`src/rtl/program_loader_if.sv`:
```
// Handshake and memory-write bundle between a byte producer and the program loader.
// The master side drives the session request and the byte stream; the slave is the loader.
interface program_loader_if;
  logic        start;
  logic [11:0] base_addr;
  logic [12:0] length;
  logic        in_valid;
  logic [7:0]  in_byte;
  logic        in_ready;
  logic        mem_we;
  logic [11:0] mem_addr;
  logic [7:0]  mem_data;
  logic        cpu_hold;
  logic        busy;
  logic        done;
  logic [7:0]  checksum;
  logic        err_len;

  modport master (
    output start, base_addr, length, in_valid, in_byte,
    input  in_ready, mem_we, mem_addr, mem_data, cpu_hold, busy, done, checksum, err_len
  );

  modport slave (
    input  start, base_addr, length, in_valid, in_byte,
    output in_ready, mem_we, mem_addr, mem_data, cpu_hold, busy, done, checksum, err_len
  );
endinterface

```
`src/rtl/program_loader.sv`:
```
// Streams a length-bounded run of program bytes into program memory from base_addr upward,
// holding the CPU while loading and keeping a modulo-256 checksum of the accepted bytes.
module program_loader (
  input  logic           clk,
  input  logic           reset,
  program_loader_if.slave bus
);
  localparam logic [12:0] MAX_LEN = 13'd4096;

  typedef enum logic [1:0] {IDLE, LOAD, DONE} state_t;

  state_t      state;
  logic [11:0] addr_cnt;
  logic [12:0] remaining;
  logic        xfer;

  function automatic logic [7:0] csum_add(input logic [7:0] acc, input logic [7:0] b);
    return acc + b;
  endfunction

  assign bus.in_ready = (state == LOAD);
  assign bus.busy     = (state == LOAD);
  assign bus.cpu_hold = (state != IDLE);
  assign bus.done     = (state == DONE);
  assign xfer         = bus.in_valid && (state == LOAD);

  always_ff @(posedge clk) begin
    if (reset) begin
      state        <= IDLE;
      addr_cnt     <= 12'd0;
      remaining    <= 13'd0;
      bus.checksum <= 8'd0;
      bus.mem_we   <= 1'b0;
      bus.mem_addr <= 12'd0;
      bus.mem_data <= 8'd0;
      bus.err_len  <= 1'b0;
    end else begin
      // Write stage: the transfer lands in memory one cycle after acceptance
      bus.mem_we  <= xfer;
      bus.err_len <= 1'b0;
      if (xfer) begin
        bus.mem_addr <= addr_cnt;
        bus.mem_data <= bus.in_byte;
      end

      case (state)
        IDLE: begin
          if (bus.start) begin
            if (bus.length == 13'd0) begin
              state        <= DONE;
              bus.checksum <= 8'd0;
            end else if (bus.length > MAX_LEN) begin
              bus.err_len <= 1'b1;
            end else begin
              state        <= LOAD;
              addr_cnt     <= bus.base_addr;
              remaining    <= bus.length;
              bus.checksum <= 8'd0;
            end
          end
        end
        LOAD: begin
          if (bus.in_valid) begin
            addr_cnt     <= addr_cnt + 12'd1;
            remaining    <= remaining - 13'd1;
            bus.checksum <= csum_add(bus.checksum, bus.in_byte);
            if (remaining == 13'd1) state <= DONE;
          end
        end
        DONE:    state <= IDLE;
        default: state <= IDLE;
      endcase
    end
  end
endmodule

```
`src/flat_wrapper.sv`:
```
// flat-port wrapper written by rule: the top's interface ports become plain ports
module program_loader_flat 
  (clk, reset, bus_start, bus_base_addr, bus_length, bus_in_valid, bus_in_byte, bus_in_ready, bus_mem_we, bus_mem_addr, bus_mem_data, bus_cpu_hold, bus_busy, bus_done, bus_checksum, bus_err_len);
  program_loader_if bus_i ();
  input  logic clk;
  input  logic reset;
  input wire logic [$bits(bus_i.start)-1:0] bus_start;
  input wire logic [$bits(bus_i.base_addr)-1:0] bus_base_addr;
  input wire logic [$bits(bus_i.length)-1:0] bus_length;
  input wire logic [$bits(bus_i.in_valid)-1:0] bus_in_valid;
  input wire logic [$bits(bus_i.in_byte)-1:0] bus_in_byte;
  output wire logic [$bits(bus_i.in_ready)-1:0] bus_in_ready;
  output wire logic [$bits(bus_i.mem_we)-1:0] bus_mem_we;
  output wire logic [$bits(bus_i.mem_addr)-1:0] bus_mem_addr;
  output wire logic [$bits(bus_i.mem_data)-1:0] bus_mem_data;
  output wire logic [$bits(bus_i.cpu_hold)-1:0] bus_cpu_hold;
  output wire logic [$bits(bus_i.busy)-1:0] bus_busy;
  output wire logic [$bits(bus_i.done)-1:0] bus_done;
  output wire logic [$bits(bus_i.checksum)-1:0] bus_checksum;
  output wire logic [$bits(bus_i.err_len)-1:0] bus_err_len;
  assign bus_i.start = bus_start;
  assign bus_i.base_addr = bus_base_addr;
  assign bus_i.length = bus_length;
  assign bus_i.in_valid = bus_in_valid;
  assign bus_i.in_byte = bus_in_byte;
  assign bus_in_ready = bus_i.in_ready;
  assign bus_mem_we = bus_i.mem_we;
  assign bus_mem_addr = bus_i.mem_addr;
  assign bus_mem_data = bus_i.mem_data;
  assign bus_cpu_hold = bus_i.cpu_hold;
  assign bus_busy = bus_i.busy;
  assign bus_done = bus_i.done;
  assign bus_checksum = bus_i.checksum;
  assign bus_err_len = bus_i.err_len;
  program_loader u_core (.clk(clk), .reset(reset), .bus(bus_i));
endmodule
```
`config.mk`:
```
export PLATFORM = sky130hd
export DESIGN_NAME = program_loader_flat
export DESIGN_NICKNAME = d
export VERILOG_FILES = /design/src/rtl/program_loader_if.sv /design/src/rtl/program_loader.sv /design/src/flat_wrapper.sv
export SDC_FILE = /design/constraint.sdc
export NUM_CORES = 1
export LEC_CHECK = 0
export CORE_MARGIN = 5
export CORE_UTILIZATION = 55
export CTS_CLUSTER_DIAMETER = 100
export CTS_CLUSTER_SIZE = 40
export DETAILED_ROUTE_END_ITERATION = 8
export DONT_BUFFER_PORTS = 1
export PLACE_DENSITY = 0.67
export SYNTH_ARGS = -nofsm -noshare
export SYNTH_HDL_FRONTEND = slang
export SYNTH_SLANG_ARGS = --single-unit
```
`constraint.sdc`:
```
create_clock -name clk -period 6.15 [get_ports clk]
set_clock_uncertainty 0.2 [all_clocks]
set_input_delay 0.9225 -clock clk [delete_from_list [all_inputs] [get_ports clk]]
set_output_delay 0.9225 -clock clk [all_outputs]
set_load 0.03 [all_outputs]
```
==> results list, run 1 <==
- The flow ran to the end, and the final reports show no timing, DRC or antenna violations.
* Core region area: 5510 um^2
- Internal power component: roughly 700 uW
- The startpoint identified for the worst register-to-register timing path is u_core.state[0]$_SDFFE_PP0P_.
- For the pin with the worst max-slew slack, the measured transition is 0.902 ns.
* Clock network latency to the later pin of the worst-skew pair: 0.33 ns
- Averaged over all synthesized cells, the footprint is 7.83 um^2.
- Synth area leaders: sky130_fd_sc_hd__dfxtp_1 37%, sky130_fd_sc_hd__nand2_1 8.9%, sky130_fd_sc_hd__a21oi_1 8.3%, sky130_fd_sc_hd__ha_1 4.0%, sky130_fd_sc_hd__nor2_1 4.0%
- Depth of the most critical reg-to-reg path: 6
- The worst register-to-register path ends at u_core.bus.checksum[6]$_SDFFE_PP0P_.
* Number of slew-limit violations in the final report: 0
- Mapped Cells: around 400
- STA classifies the critical path endpoint as a flop.
- Synth warnings: 0
- The number of gates resized after CTS was 0.
- Of the total power, the share spent switching nets is 0.320.
- Including well taps, the total number of placed cells is 445.
* Highest-count cells in the layout ignoring fill and taps: 74 x sky130_fd_sc_hd__nand2_1, 57 x sky130_fd_sc_hd__dfxtp_1, 52 x sky130_fd_sc_hd__a21oi_1
- Aggregate global routing overflow: 0
* Maximum count of clock buffers along a single path: 2
- Final net count: around 430
- VDD sags by at most 0.217 mV.
- Of the total synthesized cell area, the portion taken by AND, OR, NAND and NOR gates is 0.259.
* Type of the tightest min-delay check: reg -> reg
- Flop and latch count out of synthesis: 57
* Pin count of the biggest net entering global routing: 62
* Final instance count without filler cells: 460
* Post-synth EDFFs: 0
- For this run, the total global-route usage over all layers was measured as 0.209.
- Shortest period the worst path allows: around 3 ns
- In the final layout, the share of cells above drive strength 1 is 0.0799.
* Register-to-Register Setup Slack: 3.14 ns
* Total of fill cells in the finished design: 530
- Leading cell type in the layout, fill and taps excluded: sky130_fd_sc_hd__nand2_1
* Setup_tns: 0 ns
* HPWL after detailed placement: 5130 um
* RePlAce Congestion: 0.815
- DIE WIDTH: between 80 and 90 um
- Syn Nets: 446
- The first TritonRoute pass finished after 4 iterations.
- Fraction of the mapped netlist area in compound gates: 0.242
* TritonCTS clock tree: yes
* Share of power burned in combinational logic: 0.207
- Leading area contributor after synthesis: sky130_fd_sc_hd__dfxtp_1
- Worst max-slew margin expressed relative to the limit: 0.397
* Mux contribution to synthesized area: 0.0100
- The number of antenna violations at the first check in global routing came to 0.
- Die Area: 7280 um^2
- Buffers added to address setup during post-CTS repair amount to 0.
- Of all nets on the critical path, the largest fanout is 38.
- The count of nets left with antenna violations once routing finished came out at 0.
- Detailed-route vias per instance: 6.02
- The share of total power dissipated in sequential elements is 0.443.
- Initial core utilization: 0.566
- Setup Viol. Count Final: 0
* Share of the synthesized area in the top cell type: 0.366
- For this block, the initial DRC count from the detailed router was approximately 160.
* Hold Vio Cnt, Final: 0
* Total number of vias: 2768
- H-Tree Level Count: 3
* Sw Pwr: about 320 uW
- Of the total synthesized cell area, the portion taken by full adders, half adders and majority gates is 0.0465.
* Number of buffers inserted by port buffering: 0
- After synthesis, the largest family of logic cells by area is simple AND/OR/NAND/NOR gates.
- The most used flip-flop cell after synthesis is sky130_fd_sc_hd__dfxtp_1.
* Maximum clock frequency: 332 MHz
- The worst hold path was traced through 2 stages.
- OpenSTA, run right after detailed placement, puts the worst setup slack at 3.07 ns.
- Total clock buffers created by CTS: 9
- After detailed routing, the number of remaining DRC violations is 0.
- Clock-pin slew was measured on the worst setup and hold paths at 0.06 ns.
- Of the total power, the clock network draws 0.350.
* Power density over the cells: 304 nW/um^2
- The netlist uses 58 different library cells.
* LEAKAGE: 0.00117 uW
* Vertical extent of the die: 85.3 um
- Of all flip-flops after synthesis, the portion carrying an async set or reset was 0.
- Max-cap viol count: 0
- Root Buffer Master: sky130_fd_sc_hd__clkbuf_8
- Area of the mapped netlist: 3120 um^2
- The critical path is of the reg -> reg type.
- Synthesis-to-finish area growth: 5.58%
- Unrepaired setup endpoints after global routing: false
- Proportion of synthesized chip area in sequential cells: 0.366
- Vias in the first global route: 2661
- Worst hold path startpoint: u_core.addr_cnt[6]$_SDFFE_PP0P_
* Arrival time worst endpoint: 3.09 ns
- In the final routed layout, each cell accounts on average for 16.3 um.
* Final wirelength: 7500 um
- Cts-stage hold buffer count: 0
- Endpoint of the worst hold-timing path: u_core.bus.mem_addr[6]$_SDFFE_PP0P_
- Critical path data required time: between 6 and 7 ns
* Diodes inserted: 0
- Number of rows created at floorplan: 27
* Slack of the critical path: around 3.1 ns
- For this design, the sink count on the clock tree is 57.
- Of the total synthesized cell area, the portion taken by XOR and XNOR cells is 0.0253.
* First-pass GRT wire length: about 12000 um
- Fin crit share: 0.489
* Num ports: 71
- STA classifies the critical path startpoint as a flop.
==> how the worst max path moves through the flow <==
stage | start | to | slack (ns) | depth (start not counted)
6_report | u_core.state[0]$_SDFFE_PP0P_ | u_core.bus.checksum[6]$_SDFFE_PP0P_ | 3.14 | 6
3_3_place_gp | bus_length[4] | u_core.remaining[3]$_SDFFE_PP0P_ | 3.15 | 5
5_1_grt | u_core.state[0]$_SDFFE_PP0P_ | u_core.bus.checksum[7]$_SDFFE_PP0P_ | 2.88 | 7
2_1_floorplan | bus_in_byte[0] | u_core.bus.checksum[4]$_SDFFE_PP0P_ | 3.45 | 6
4_1_cts | u_core.state[0]$_SDFFE_PP0P_ | u_core.bus.checksum[6]$_SDFFE_PP0P_ | 3.11 | 6
3_5_place_dp | bus_length[4] | u_core.remaining[3]$_SDFFE_PP0P_ | 3.07 | 5
==> state kept, by name (all words and copies together) (netlist names) <==
name / count
u_core.bus.mem_we: 1
u_core.bus.mem_addr: 12
u_core.remaining: 13
u_core.bus.err_len: 1
u_core.state: 2
u_core.bus.checksum: 8
u_core.addr_cnt: 12
u_core.bus.mem_data: 8
==> cell usage after synthesis (2+ instances only) <==
| library cell | number |
|---|---|
| sky130_fd_sc_hd__a211o_1 | 7 |
| sky130_fd_sc_hd__a211oi_1 | 3 |
| sky130_fd_sc_hd__a21o_1 | 2 |
| sky130_fd_sc_hd__a21oi_1 | 52 |
| sky130_fd_sc_hd__a21oi_2 | 3 |
| sky130_fd_sc_hd__a22oi_1 | 2 |
| sky130_fd_sc_hd__a31o_1 | 5 |
| sky130_fd_sc_hd__a31oi_1 | 2 |
| sky130_fd_sc_hd__a32oi_1 | 3 |
| sky130_fd_sc_hd__and3_1 | 2 |
| sky130_fd_sc_hd__and4_1 | 2 |
| sky130_fd_sc_hd__buf_2 | 2 |
| sky130_fd_sc_hd__buf_4 | 2 |
| sky130_fd_sc_hd__buf_6 | 2 |
| sky130_fd_sc_hd__clkbuf_1 | 21 |
| sky130_fd_sc_hd__dfxtp_1 | 57 |
| sky130_fd_sc_hd__ha_1 | 10 |
| sky130_fd_sc_hd__inv_1 | 7 |
| sky130_fd_sc_hd__mux2i_1 | 2 |
| sky130_fd_sc_hd__nand2_1 | 74 |
| sky130_fd_sc_hd__nand2b_1 | 4 |
| sky130_fd_sc_hd__nand3_1 | 9 |
| sky130_fd_sc_hd__nand4_1 | 2 |
| sky130_fd_sc_hd__nor2_1 | 33 |
| sky130_fd_sc_hd__nor2b_1 | 2 |
| sky130_fd_sc_hd__nor3_1 | 13 |
| sky130_fd_sc_hd__nor3b_1 | 3 |
| sky130_fd_sc_hd__nor4_1 | 5 |
| sky130_fd_sc_hd__nor4_2 | 4 |
| sky130_fd_sc_hd__o211ai_1 | 3 |
| sky130_fd_sc_hd__o21a_1 | 2 |
| sky130_fd_sc_hd__o21ai_0 | 16 |
| sky130_fd_sc_hd__o32ai_1 | 3 |
| sky130_fd_sc_hd__o32ai_2 | 3 |
| sky130_fd_sc_hd__or3_1 | 5 |
| sky130_fd_sc_hd__or4_1 | 2 |
| sky130_fd_sc_hd__xnor2_1 | 4 |
| sky130_fd_sc_hd__xor2_1 | 5 |
==> area by class of cell <==
cell class,instances,area (um^2),area share
repair buffers,2,15.0,0.00456
clock buffers,12,155,0.0471
flip-flops and latches,57,1140,0.347
inverters,9,33.8,0.0103
multi-input cells,305,1820,0.552
clock inverters,3,40.0,0.0122
well taps,72,90.1,0.0274
==> cell families after synthesis <==
family	Yosys count
XOR/XNOR	9
buffers and inverters	36
adder cells (fa/ha/maj)	11
flip-flops	57
multiplexers	3
AO/OA/AOI/OAI	114
AND/OR/NAND/NOR	168
==> critical path, stage by stage, from the launching register on <==
cell                       delay (ns)
sky130_fd_sc_hd__dfxtp_1         0.45
sky130_fd_sc_hd__nand2b_1        0.08
sky130_fd_sc_hd__buf_4           0.26
sky130_fd_sc_hd__inv_2           0.66
sky130_fd_sc_hd__nand2_1         0.70
sky130_fd_sc_hd__nor4_1          0.44
sky130_fd_sc_hd__a221o_1         0.15
==> power groups by stage <==
stage / Combinational [uW] / Sequential [uW] / Clock (uW)
after global routing: 233 / 447 / 374
after detailed placement: 207 / 450 / 0
after floorplan: 185 / 442 / 0
after global placement: 204 / 449 / 0
final: 207 / 443 / 350
after CTS: 207 / 442 / 356
==> routing by layer <==
metal,wire length (um),vias up,track usage
met3,450,10,0.0447
met1,3360,1293,0.261
li1,-,1391,-
met2,3560,74,0.346
met5,0,-,0
met4,135,0,0.0921
==> metrics by stage <==
stage	utilization	power, uW	hold WS (ns)	instance area (um^2)
2_1_floorplan	-	627	0.245	3120
3_3_place_gp	0.562	653	0.268	3100
3_5_place_dp	0.562	657	0.272	3100
4_1_cts	0.598	1010	0.283	3290
5_1_grt	0.598	1050	0.306	3290
6_report	0.598	999	0.279	3290
(Power assumes the default switching activity.)
==> run 2, diff against run 1 <==
- PLACE_DENSITY: 0.67 -> 0.7
- clock period: 6.15 -> 2.6 ns (I/O delays scaled with it)
==> run 2 against run 1 <==
  * Sequential cell count is the same
  * First-iteration DRC count grew 12%
  * Utilization is 4.2 points higher
  * Clock-buffer cell count is 2 higher
  * Worst setup slack got worse by 2.9 ns
  * Wire length increased by 3.4%
  * Die area unchanged
  * Cell area increased by 7.0%
  * Non-clock buffer count increased by 24
  * Clock power grew 150%
  * Sequential power up 130%
  * Critical path type unchanged
  * Largest cell class unchanged
  * Largest power group unchanged
  * Highest routed layer unchanged
==> results list, run 2 (same netlist as run 1, synthesis figures left out) <==
* Maximum count of clock buffers along a single path: 2
- The die covers 7280 um^2.
* Num ports: 71
- TritonCTS clock tree: yes
* Total number of vias: 2868
- Number of buffers inserted by port buffering: 0
* First-pass GRT wire length: 13200 um
- Hold Vio Cnt, Final: 0
* Postcts setup bufs: 0
- Cts-stage hold buffer count: 10
- Fill cells in the final layout number 492.
- Crit Path Class: reg -> reg
- Drt first pass iters: 4
- Of the available clock period, the critical path in the final layout requires 0.902.
- Power density over the cells: 700 nW/um^2
* Vertical extent of the die: about 85 um
- Number of antenna violations at the first check in global routing: 0
- At the worst endpoint, the arrival time is 2.39 ns.
- CTS sink cnt: 57
* Flip-flop count of the largest register after layout: 13
* Diodes inserted: 0
* Fraction of layout instances using a drive strength above 1: 0.109
- In the global route stage, overall resource usage came out at 0.222.
- The worst-case IR drop observed on VDD is 0.374 mV.
- RePlAce Congestion: 0.833
* Iteration-0 DRC Markers: 177
* Maximum clock frequency: 427 MHz
- In the routed layout, each cell is associated on average with a via count of 5.91.
* Vias in the first global route: 2771
- Startpoint type of the worst setup path: flop
- Aggregate global routing overflow: 0
- Measured along the x axis, the die boundary spans 85.3 um.
- Clock-pin slew was measured on the worst setup and hold paths at 0.06 ns.
- For this design the static power due to leakage is ~0.0013 uW.
- Shortest period the worst path allows: 2.34 ns
- H-Tree Level Count: 3
* Total clock buffers created by CTS: 9
- In this run the worst path has a maximum fanout of 4.
- The critical path goes through ha_1 -> a21o_1 -> and4_1 -> or3_1 -> a31o_1 -> a31oi_1.
- Summed over all nets, the half-perimeter wirelength after detailed placement is 5150 um.
- Setup Viol. Count Final: 0
- Synthesis-to-finish area growth: 13.0%
- Post-route cell area: 3520 um^2
* Cell Area, Placed: 3190 um^2
- The largest registers in the layout are u_core.remaining x13, u_core.addr_cnt x12, u_core.bus.mem_addr x12.
* Number of slew-limit violations in the final report: 0
* DR WL/cell: 16.0 um
- The run finished with clean final reports.
* Number of rows created at floorplan: 27
- The min-delay analysis places its worst path in the category in -> reg.
* Leading cell type in the layout, fill and taps excluded: sky130_fd_sc_hd__nand2_1
- Measured against its own limit, the worst slew margin works out to 0.599.
- Entering global routing, the biggest net connects 52 pins.
- For this run, the post-layout net count is approximately 460.
- Setup total negative slack on the finished layout was measured at 0 ns.
- Number of resized instances in the post-cts repair step: 0
- Core region area: 5510 um^2
- Unrepaired setup endpoints after global routing: false
- Critical path's largest stage delay: 0.59 ns
- Worst Tran Pin Value: 0.596 ns
* Register with the highest flop count: u_core.remaining
- The clock reaches the later pin of the worst-skew pair after between 0.3 and 0.4 ns.
* Critical path data required time: between 2 and 3 ns
- The detail route stage leaves a number of antenna-violating nets equal to 0.
- Max-cap viol count: 0
- After detailed routing, the number of remaining DRC violations is 0.
- The library cells used most frequently in the layout, excluding fill and tap cells, are 74 x sky130_fd_sc_hd__nand2_1, 57 x sky130_fd_sc_hd__dfxtp_1, 52 x sky130_fd_sc_hd__a21oi_1.
* Cell with the largest stage delay on the worst path: sky130_fd_sc_hd__dfxtp_1
* Initial core utilization: 0.566
- In this run the clock root is driven by a sky130_fd_sc_hd__clkbuf_8.
* Crit end category: flop
- The routed design has 7760 um of wire.
## run 2: changes by cell type in the layout (fill, tap and decap cells not counted)
cell	before	now
sky130_fd_sc_hd__clkinv_2	2	1
sky130_fd_sc_hd__dlygate4sd3_1	0	10
sky130_fd_sc_hd__buf_4	2	15
sky130_fd_sc_hd__clkbuf_1	1	2
sky130_fd_sc_hd__buf_12	0	1
sky130_fd_sc_hd__clkbuf_8	11	12
## run 2: stage by stage
step,cells,power [uW],setup WS (ns),hold slack [ns],util
after global routing,485,2600,0.123,0.0307,0.640
after floorplan,398,1480,0.348,0.245,-
after detailed placement,458,1590,0.269,0.267,0.580
final,485,2460,0.255,0.0245,0.640
after CTS,484,2480,0.251,0.00259,0.638
after global placement,458,1570,0.307,0.264,0.580
## run 2: cell type report
class	count	area, um^2	share of cell area
Clock buffer	14	173	0.0490
Clock inverter	2	35.0	0.00995
Sequential cell	57	1140	0.324
Inverter	9	33.8	0.00959
Multi-Input combinational cell	305	1820	0.516
Tap cell	72	90.1	0.0256
Timing Repair Buffer	26	233	0.0661
## run 2: power by group
group	switching, uW	leakage [uW]	internal (uW)	total (uW)
sequential	98.3	0.000464	939	1040
clock	343	0.000107	521	863
combinational	339	0.000726	225	564
## run 2: worst paths after layout
check | from | endpoint | slack [ns] | cells past startpoint
worst max-delay path | u_core.bus.checksum[1]$_SDFFE_PP0P_ | u_core.bus.checksum[7]$_SDFFE_PP0P_ | 0.26 | 6
worst min-delay path | bus_base_addr[1] | u_core.addr_cnt[1]$_SDFFE_PP0P_ | 0.02 | 2
worst max register to register | u_core.bus.checksum[1]$_SDFFE_PP0P_ | u_core.bus.checksum[7]$_SDFFE_PP0P_ | 0.26 | 6
worst min register to register | u_core.addr_cnt[11]$_SDFFE_PP0P_ | u_core.bus.mem_addr[11]$_SDFFE_PP0P_ | 0.29 | 2
## run 2: metal layers
metal | wire [um] | global-route usage
met2 | 3660 | 0.357
met3 | 428 | 0.0515
met5 | 0 | 0
met4 | 118 | 0.0892
met1 | 3550 | 0.286
## run 2: critical path: cells and delay by family (launching register included)
kind                       cells  cell delay [ns]
adders and majority gates      1             0.31
and+or+nand+nor                2             0.60
DFF                            1             0.59
AOI/OAI and AO/OA              3             0.56
==> run 3, diff against run 2 <==
- CTS_BUF_LIST: default -> sky130_fd_sc_hd__clkbuf_4 sky130_fd_sc_hd__clkbuf_8
==> run 3 against run 2 <==
  * Clock power grew 2.7%
  * Power grew 0.97%
  * Die area is the same
  * Non-clock buffer count is the same
  * Clock-buffer cell count is the same
  * Combinational power is essentially flat
  * Via count shrank 0.17%
  * Sequential share of layout area shrank 0.069 points
==> results list, run 3 (same netlist as run 1, synthesis figures left out) <==
* Setup_tns: 0 ns
- Grouping stages by cell kind, the critical path spends the most delay in simple AND/OR/NAND/NOR gates.
- Input and output buffers added on the ports amount to 0.
- CTS placed an instance of sky130_fd_sc_hd__clkbuf_8 at the clock tree root.
* Maximum clock frequency: 425 MHz
- Vias in the first global route: around 2.8k
- STA classifies the critical path endpoint as a flop.
* Arrival time worst endpoint: 2.41 ns
- Pin count of the biggest net entering global routing: 52
- Unrepaired setup endpoints after global routing: false
- The largest registers in the layout are u_core.remaining x13, u_core.addr_cnt x12, u_core.bus.mem_addr x12.
- Core region area: roughly 5500 um^2
* Iteration-0 DRC Markers: 153
- In the final layout, the share of cells above drive strength 1 is 0.114.
- Die Area: 7280 um^2
* Worst hold path startpoint: bus_base_addr[1]
- Max-cap viol count: 0
- The final hold violation count is 0.
- In the routed design, unresolved DRC markers number 0.
- Postcts setup bufs: 0
- In this run the critical register-to-register path is launched from u_core.bus.checksum[1]$_SDFFE_PP0P_.
- Counting both buffers and inverters, the worst setup path holds a total of 0.
- Using the TritonRoute via totals, the vias-per-cell ratio works out to between 5 and 6.
* Register-to-Register Setup Slack: 0.25 ns
* Cell with the largest stage delay on the worst path: sky130_fd_sc_hd__dfxtp_1
- Diodes inserted: 0
* Type of the tightest min-delay check: in -> reg
- In this run the tightest slew margin relative to its limit is 0.603.
- CTS built an H-tree with a depth of 3.
- Once detailed placement completed, the half-perimeter wirelength came to 5150 um.
- Depth of the most critical reg-to-reg path: 6
* Cells on Worst Hold Path: 2
- Relative to the synthesized area, the layout overhead comes to 13.2%.
- Maximum vdd ir drop: 0.374 mV
- Ordered list of cells on the worst path: ha_1 -> a21o_1 -> and4_1 -> or3_1 -> a31o_1 -> a31oi_1
- CTS sink cnt: 57
- In the final routed layout, each cell accounts on average for 16.2 um.
- Biggest fanout along the worst timing path: 4
* Clock transition time at the flip-flop clock pins of the worst setup and hold paths: 0.06 ns
- Final net count: 456
* Aggregate global routing overflow: 0
- First-pass GRT wire length: 13200 um
- u_core.remaining holds more flip-flops than any other register.
* Fin crit share: 0.904
* Drt first pass iters: 4
- Measured along the x axis, the die boundary spans 85.3 um.
- Fill cells in the final layout number 490.
* Capture instance of the worst register-to-register path: u_core.bus.checksum[7]$_SDFFE_PP0P_
- Counting along the longest clock path gives a buffer depth of 2.
- Worst Tran Pin Value: 0.590 ns
* Initial core utilization: 0.566
* Total number of vias: 2863
- Number of rows created at floorplan: 27
- Highest-count cells in the layout ignoring fill and taps: 74 x sky130_fd_sc_hd__nand2_1, 57 x sky130_fd_sc_hd__dfxtp_1, 52 x sky130_fd_sc_hd__a21oi_1
- Vertical extent of the die: 85.3 um
- The worst setup path is of the reg -> reg kind.
- Num ports: 71
- For hold timing, the worst endpoint is u_core.addr_cnt[1]$_SDFFE_PP0P_.
- Wires add up to 7850 um.
- For the finished layout, the period the worst path requires is ~2.4 ns.
* Total instance count after detailed placement: 458
- The worst setup path is launched from a flop.
- Run status: complete, no violations
- Total clock buffers created by CTS: 9
* Leading cell type in the layout, fill and taps excluded: sky130_fd_sc_hd__nand2_1
- Power density over the cells: 705 nW/um^2
- On the worst path, the slowest cell contributes a delay of 0.59 ns.
- Global router's overall resource usage: 0.223
* Number of slew-limit violations in the final report: 0
- The count of nets left with antenna violations once routing finished came out at 0.
* Critical path data required time: ~2.7 ns
* Flip-flop count of the largest register after layout: 13
- Setup Viol. Count Final: 0
- LEAKAGE: 0.00130 uW
* RePlAce Congestion: 0.833
- The count of cells in the finished layout, fillers not included, comes to around 490.
- TritonCTS built the clock tree.
- Clock network latency to the later pin of the worst-skew pair: between 0.3 and 0.4 ns
* Number of antenna violations at the first check in global routing: 0
run 3: worst max-delay path by stage:
stage                                   startpoint                                   to  slack (ns)  cells past startpoint
2_1_floorplan  u_core.bus.checksum[0]$_SDFFE_PP0P_  u_core.bus.checksum[4]$_SDFFE_PP0P_        0.35                      6
3_3_place_gp                         bus_length[4]     u_core.remaining[2]$_SDFFE_PP0P_        0.31                      6
3_5_place_dp                         bus_length[4]     u_core.remaining[2]$_SDFFE_PP0P_        0.27                      6
4_1_cts        u_core.bus.checksum[1]$_SDFFE_PP0P_  u_core.bus.checksum[7]$_SDFFE_PP0P_        0.25                      6
5_1_grt        u_core.bus.checksum[1]$_SDFFE_PP0P_  u_core.bus.checksum[7]$_SDFFE_PP0P_        0.13                      6
6_report       u_core.bus.checksum[1]$_SDFFE_PP0P_  u_core.bus.checksum[7]$_SDFFE_PP0P_        0.25                      6
run 3: cell type report:
class                           instances  area [um^2]  share of cell area
Sequential cell                        57         1140               0.323
Multi-Input combinational cell        305         1820               0.515
Inverter                                9         33.8             0.00957
Timing Repair Buffer                   26          233              0.0659
Tap cell                               72         90.1              0.0255
Clock inverter                          2         35.0             0.00993
Clock buffer                           14          180              0.0510
run 3: report_power, final:
part	switching, uW	total (uW)	internal [uW]
clock	345	886	541
sequential	98.2	1040	939
combinational	340	565	226
total	783	2490	1710
run 3: through the flow:
stage | area, um^2 | setup slack (ns) | power [uW] | utilization | hold slack [ns]
6_report | 3530 | 0.249 | 2490 | 0.641 | 0.0198
5_1_grt | 3530 | 0.126 | 2630 | 0.641 | 0.0283
4_1_cts | 3530 | 0.254 | 2500 | 0.641 | 0.0105
3_5_place_dp | 3190 | 0.269 | 1590 | 0.580 | 0.267
3_3_place_gp | 3190 | 0.307 | 1570 | 0.580 | 0.264
2_1_floorplan | 3120 | 0.348 | 1480 | - | 0.245
run 3: worst register-to-register path, stage by stage (launching register included):
cell,delay (ns)
sky130_fd_sc_hd__dfxtp_1,0.59
sky130_fd_sc_hd__ha_1,0.31
sky130_fd_sc_hd__a21o_1,0.17
sky130_fd_sc_hd__and4_1,0.23
sky130_fd_sc_hd__or3_1,0.37
sky130_fd_sc_hd__a31o_1,0.22
sky130_fd_sc_hd__a31oi_1,0.17
run 3: per-layer routing:
layer / global-route usage / vias up / part of all wire
met5: 0 / - / 0
met4: 0.0892 / 0 / 0.020
met3: 0.0534 / 16 / 0.058
met2: 0.357 / 82 / 0.47
met1: 0.289 / 1328 / 0.45
li1: - / 1437 / -
run 3: what timing repair did:
item                                    CTS  global route
hold buffers                             11             0
hold endpoints to repair                 51             0
resized for setup                         0             0
endpoints found under the setup margin    0             0
==> RTL change 1 (flow settings as in run 2) <==
Reset style: asynchronous (`reset`), changed in one clocked block.
--- a/src/rtl/program_loader.sv
+++ b/src/rtl/program_loader.sv
@@ -24,7 +24,7 @@
   assign bus.done     = (state == DONE);
   assign xfer         = bus.in_valid && (state == LOAD);
 
-  always_ff @(posedge clk) begin
+  always_ff @(posedge clk or posedge reset) begin
     if (reset) begin
       state        <= IDLE;
       addr_cnt     <= 12'd0;
Function: differs if reset is asserted again (counterexample within 4 cycles, from zero or initial values and one cycle with reset high); with reset held inactive, the same outputs for 10 cycles.
==> RTL change 1 against run 2 <==
Routed wire length shrank 5.4%; count of clock-buffer cells in the layout decreased by 3; worst setup slack better by 0.040 ns; cell area fell by 0.64%; first-iteration DRC count down 41%; sequential cell count is the same; area after synthesis shrank 1.6%.
Power is not compared: it rests on default switching activity, and its combinational part moved more than twofold at a synthesized area within 25%.
==> RTL change 1: results (changes against run 2) <==
| Metric | Value |
|---|---|
| Iteration-0 DRC Markers | `105 (-41%)` |
| Asr flop ratio synth | `100% (+100 points)` |
| Met1 usage | `28.2% (-0.40 points)` |
| Pre-CTS WS | `0.324 ns (+0.0551 ns)` |
| Crit path arrival time | `2.33 ns (-0.06 ns)` |
| Post-synth cell types | `49 (-16%)` |
| All-Layer GR Usage | `22.1% (-0.10 points)` |
| Met2 WL | `3440 microns (-6.1%)` |
| Synthesized netlist net count | `398 (-11%)` |
| Post-CTS Resized | `0 (unchanged)` |
| Metal1 wirelength | `3130 microns (-12%)` |
| Vias in the first global route | `2486 (-10%)` |
| Register area share after synthesis | `46.5% (+9.9 points)` |
| Met2 Use GR | `34.2% (-1.5 points)` |
| Syn_area_per_cell | `8.77 sq um (+12%)` |
| Layout cells sized above 1 | `9.21% (-1.7 points)` |
| Hold slack | `0.0263 ns (+0.00180 ns)` |
| Worst-margin pin slew | `0.920 ns (+0.324 ns)` |
| Hold Path End | `u_core.addr_cnt[10]$_DFFE_PP0P_` |
| Routed len/inst | `16.7 microns (+4.1%)` |
| Max Buffers Root-to-Sink | `2 (unchanged)` |
| DR vias | `2629 (-8.3%)` |
| Largest net degree at the start of global routing | `46 (-12%)` |
| Hold path startpoint | `bus_base_addr[10]` |
| R2R Path End | `u_core.bus.checksum[7]$_DFFE_PP0P_` |
| Hpwl dp | `5130 microns (-0.49%)` |
| Root buf cell | `clkbuf_8` |
| First-pass GRT wire length | `12400 microns (-5.7%)` |
| Metal3 WL | `659 microns (+54%)` |
| Drt total wl | `7350 microns (-5.4%)` |
| FF-to-FF path depth | `6 (unchanged)` |
| Top post-synthesis cells by area | `dfrtp_1 46%, nand2_1 8.2%, o21ai_1 6.2%, a21oi_1 4.6%, ha_1 4.1%` |
| Nets | `412 (-9.6%)` |
| GP Congestion | `0.843 (+1.2%)` |
| Status | `finished clean` |
| DP Area | `0.00319 sq mm (about the same)` |
| Inst Count DP | `414 (-9.6%)` |
| Met3 Use GR | `8.44% (+3.3 points)` |
| Top post-synthesis cells by count | `67 x nand2_1, 57 x dfrtp_1, 38 x o21ai_1` |
==> RTL change 1: final cells by class <==
cell class / count / area [sq um]
fillers: 485 / 1970
multi-input cells: 264 / 1530
flip-flops and latches: 57 / 1430
repair buffers: 22 / 218
clock buffers: 11 / 141
well taps: 72 / 90.1
clock inverters: 5 / 55.1
inverters: 10 / 37.5
==> RTL change 1: worst max-delay path: stages (launching register included) <==
cell,delay [ns]
dfrtp_1,0.39
ha_1,0.31
a211oi_1,0.40
o21ai_1,0.15
a211o_1,0.31
and3_1,0.17
a211o_1,0.26
==> RTL change 1: timing repair <==
| action | CTS | global route |
|---|---|---|
| hold buffers | 11 | 0 |
| setup buffers | 0 | 0 |
| hold endpoints to repair | 36 | 0 |
==> RTL change 1: worst max path at each step <==
stage / slack [ns] / depth (start not counted) / end
after global routing: 0.17 / 6 / u_core.bus.checksum[7]$_DFFE_PP0P_
after floorplan: 0.25 / 6 / bus_in_ready
after detailed placement: 0.32 / 5 / u_core.remaining[11]$_DFFE_PP0P_
after CTS: 0.32 / 6 / u_core.bus.checksum[7]$_DFFE_PP0P_
final: 0.30 / 6 / u_core.bus.checksum[7]$_DFFE_PP0P_
after global placement: 0.35 / 5 / u_core.bus.checksum[7]$_DFFE_PP0P_
==> RTL change 1: logic make-up after synthesis <==
| group | Yosys count | synth area share [%] |
|---|---|---|
| simple gates | 132 | 19.5 |
| compound gates | 112 | 22.6 |
| flops | 57 | 46.5 |
| buf+inv | 29 | 3.75 |
| fa+ha+maj | 11 | 4.73 |
| mux | 6 | 2.04 |
| xor+xnor | 3 | 0.856 |
==> RTL change 1: where the power goes <==
group	leakage (uW)	internal (uW)	switching, uW
Sequential	0.000701	1260	683
Combinational	0.000772	595	802
Clock	0.0000953	465	364
Total	0.00157	2320	1850
==> RTL change 2 (flow settings as in run 2) <==
Made on the original files. `MAX_LEN`: 13'd4096 -> 13'd2048.
--- a/src/rtl/program_loader.sv
+++ b/src/rtl/program_loader.sv
@@ -5,7 +5,7 @@
   input  logic           reset,
   program_loader_if.slave bus
 );
-  localparam logic [12:0] MAX_LEN = 13'd4096;
+  localparam logic [12:0] MAX_LEN = 13'd2048;
 
   typedef enum logic [1:0] {IDLE, LOAD, DONE} state_t;
 
Formal check against the unedited RTL: not equivalent (a bounded check fails within 4 cycles, from zero or initial values and one cycle with reset high).
==> RTL change 2 against run 2 <==
Combinational power decreased by 37%; worst setup slack got worse by 0.097 ns; cell area increased by 5.2%; routed wire length increased by 15%; total power decreased by 6.6%; sequential share of layout area decreased by 1.6 points; area after synthesis increased by 6.3%; non-clock buffer count decreased by 2; count of clock-buffer cells in the layout decreased by 2; core utilization decreased by 0.99 points; via count increased by 6.3%; final cell count increased by 1.4%; sequential cell count unchanged; highest routed layer unchanged.
==> RTL change 2: results (changes against run 2) <==
| Metric | Value |
|---|---|
| Synthesized netlist net count | `455 (+2.0%)` |
| FILL cells | `514 (+4.5%)` |
| Buffering overhead | `5.74% (-0.87 points)` |
| #MultiIn Comb | `312 (+2.3%)` |
| Buffers, non-clock | `24 (-7.7%)` |
| Finished Layout Cells | `492 (+1.4%)` |
| Post-CTS Resized | `0 (unchanged)` |
| Leakage power | `0.00139 uW (+6.9%)` |
| Adder-cell share of the synthesized area | `4.38% (-0.28 points)` |
| Layout cells sized above 1 | `14.4% (+3.5 points)` |
| Top post-synthesis cells by count | `83 x nand2_1, 57 x dfxtp_1, 55 x a21oi_1` |
| Peak VDD IR | `0.000432 V (+16%)` |
| Area of the multi-input gates | `0.00199 sq mm (+9.5%)` |
| Area Overhead vs Synth | `11.8%` |
| Share of the synthesized area in the top cell type | `34.4% (-2.2 points)` |
| XOR/XNOR share of the synthesized area | `1.32% (-1.2 points)` |
| Hpwl dp | `5950 microns (+16%)` |
| Clock power share | `42.8% (+7.8 points)` |
| Max FO, Critical Path | `22 (+18)` |
| CP startpoint | `u_core.state[1]$_SDFFE_PP0P_` |
| Switching share of power | `27.6% (-4.0 points)` |
| Vias per std cell | `6.20 (+4.8%)` |
| Syn_area_per_cell | `8.15 sq um (+4.0%)` |
| Top post-synthesis cells by area | `dfxtp_1 34%, nand2_1 9.4%, a21oi_1 8.3%, o32ai_2 4.9%, ha_1 3.8%` |
| Seq power | `961 uW (-8%)` |
| Status | `finished clean` |
| Clk cell area share | `6.45% (+0.55 points)` |
| Met3 Use GR | `7.34% (+2.2 points)` |
| Iteration-0 DRC Markers | `203 (+15%)` |
| HP Class | `input port to flop` |
| First-pass GRT wire length | `14500 microns (+10%)` |
| Vias in the first global route | `2968 (+7.1%)` |
| Post-synth cell types | `65 (+12%)` |
| Inst Count DP | `467 (+2.0%)` |
| Crit path arrival time | `2.47 ns (+0.08 ns)` |
| Logic inverters | `8 (-1)` |
| Compound-Gate Fraction of Synth Area | `27.3% (+3.1 points)` |
| Critical path's slowest cell | `dlygate4sd3_1` |
| Top Family by Delay on Critical Path | `buffers and inverters` |
| Pre-CTS WS | `0.331 ns (+0.0622 ns)` |
| Worst-margin pin slew | `0.590 ns (-0.00621 ns)` |
| Routed len/inst | `18.1 microns (+13%)` |
| Hold path startpoint | `reset` |
| Post-CTS Setup Bufs | `0 (unchanged)` |
| Met2 Use GR | `37.6% (+1.9 points)` |
| Core area | `0.00589 sq mm (+6.9%)` |
| All-Layer GR Usage | `24.2% (+2.0 points)` |
| Number of clock buffers in the layout | `12 (-2)` |
| Hold_buf cts | `8 (-2)` |
| Internal power | `1670 uW (-1.1%)` |
| Register area share after synthesis | `34.4% (-2.2 points)` |
| Met1 usage | `31.6% (+2.9 points)` |
| Multiplexer share of the synthesized area | `1.70% (+0.69 points)` |
| Worst path max stage delay | `0.55 ns (-0.04 ns)` |
| DP Area | `0.00337 sq mm (+5.4%)` |
-- RTL change 2: cell types whose count changed in the layout (fill, tap and decap cells not counted), moves of 4 or more --
cell / delta
a31o_1: -5
nand2_1: +9
a32o_1: +8
nor4_2: -4
a31oi_1: +4
o21ai_0: -11
o32ai_2: +7
a211o_1: -7
or3_1: -4
-- RTL change 2: worst paths after layout --
check	end	slack [ns]	cells past startpoint
min	u_core.bus.checksum[3]$_SDFFE_PP0P_	0.03	3
max reg2reg	u_core.bus.mem_data[0]$_SDFFE_PP0P_	0.16	8
max	u_core.bus.mem_data[0]$_SDFFE_PP0P_	0.16	8
min reg2reg	u_core.bus.mem_addr[11]$_SDFFE_PP0P_	0.28	2
-- RTL change 2: routing by layer --
metal	routed length [microns]	vias up
li1	-	1488
met1	3880	1424
met2	4010	121
met3	852	15
met4	145	0
met5	0	-
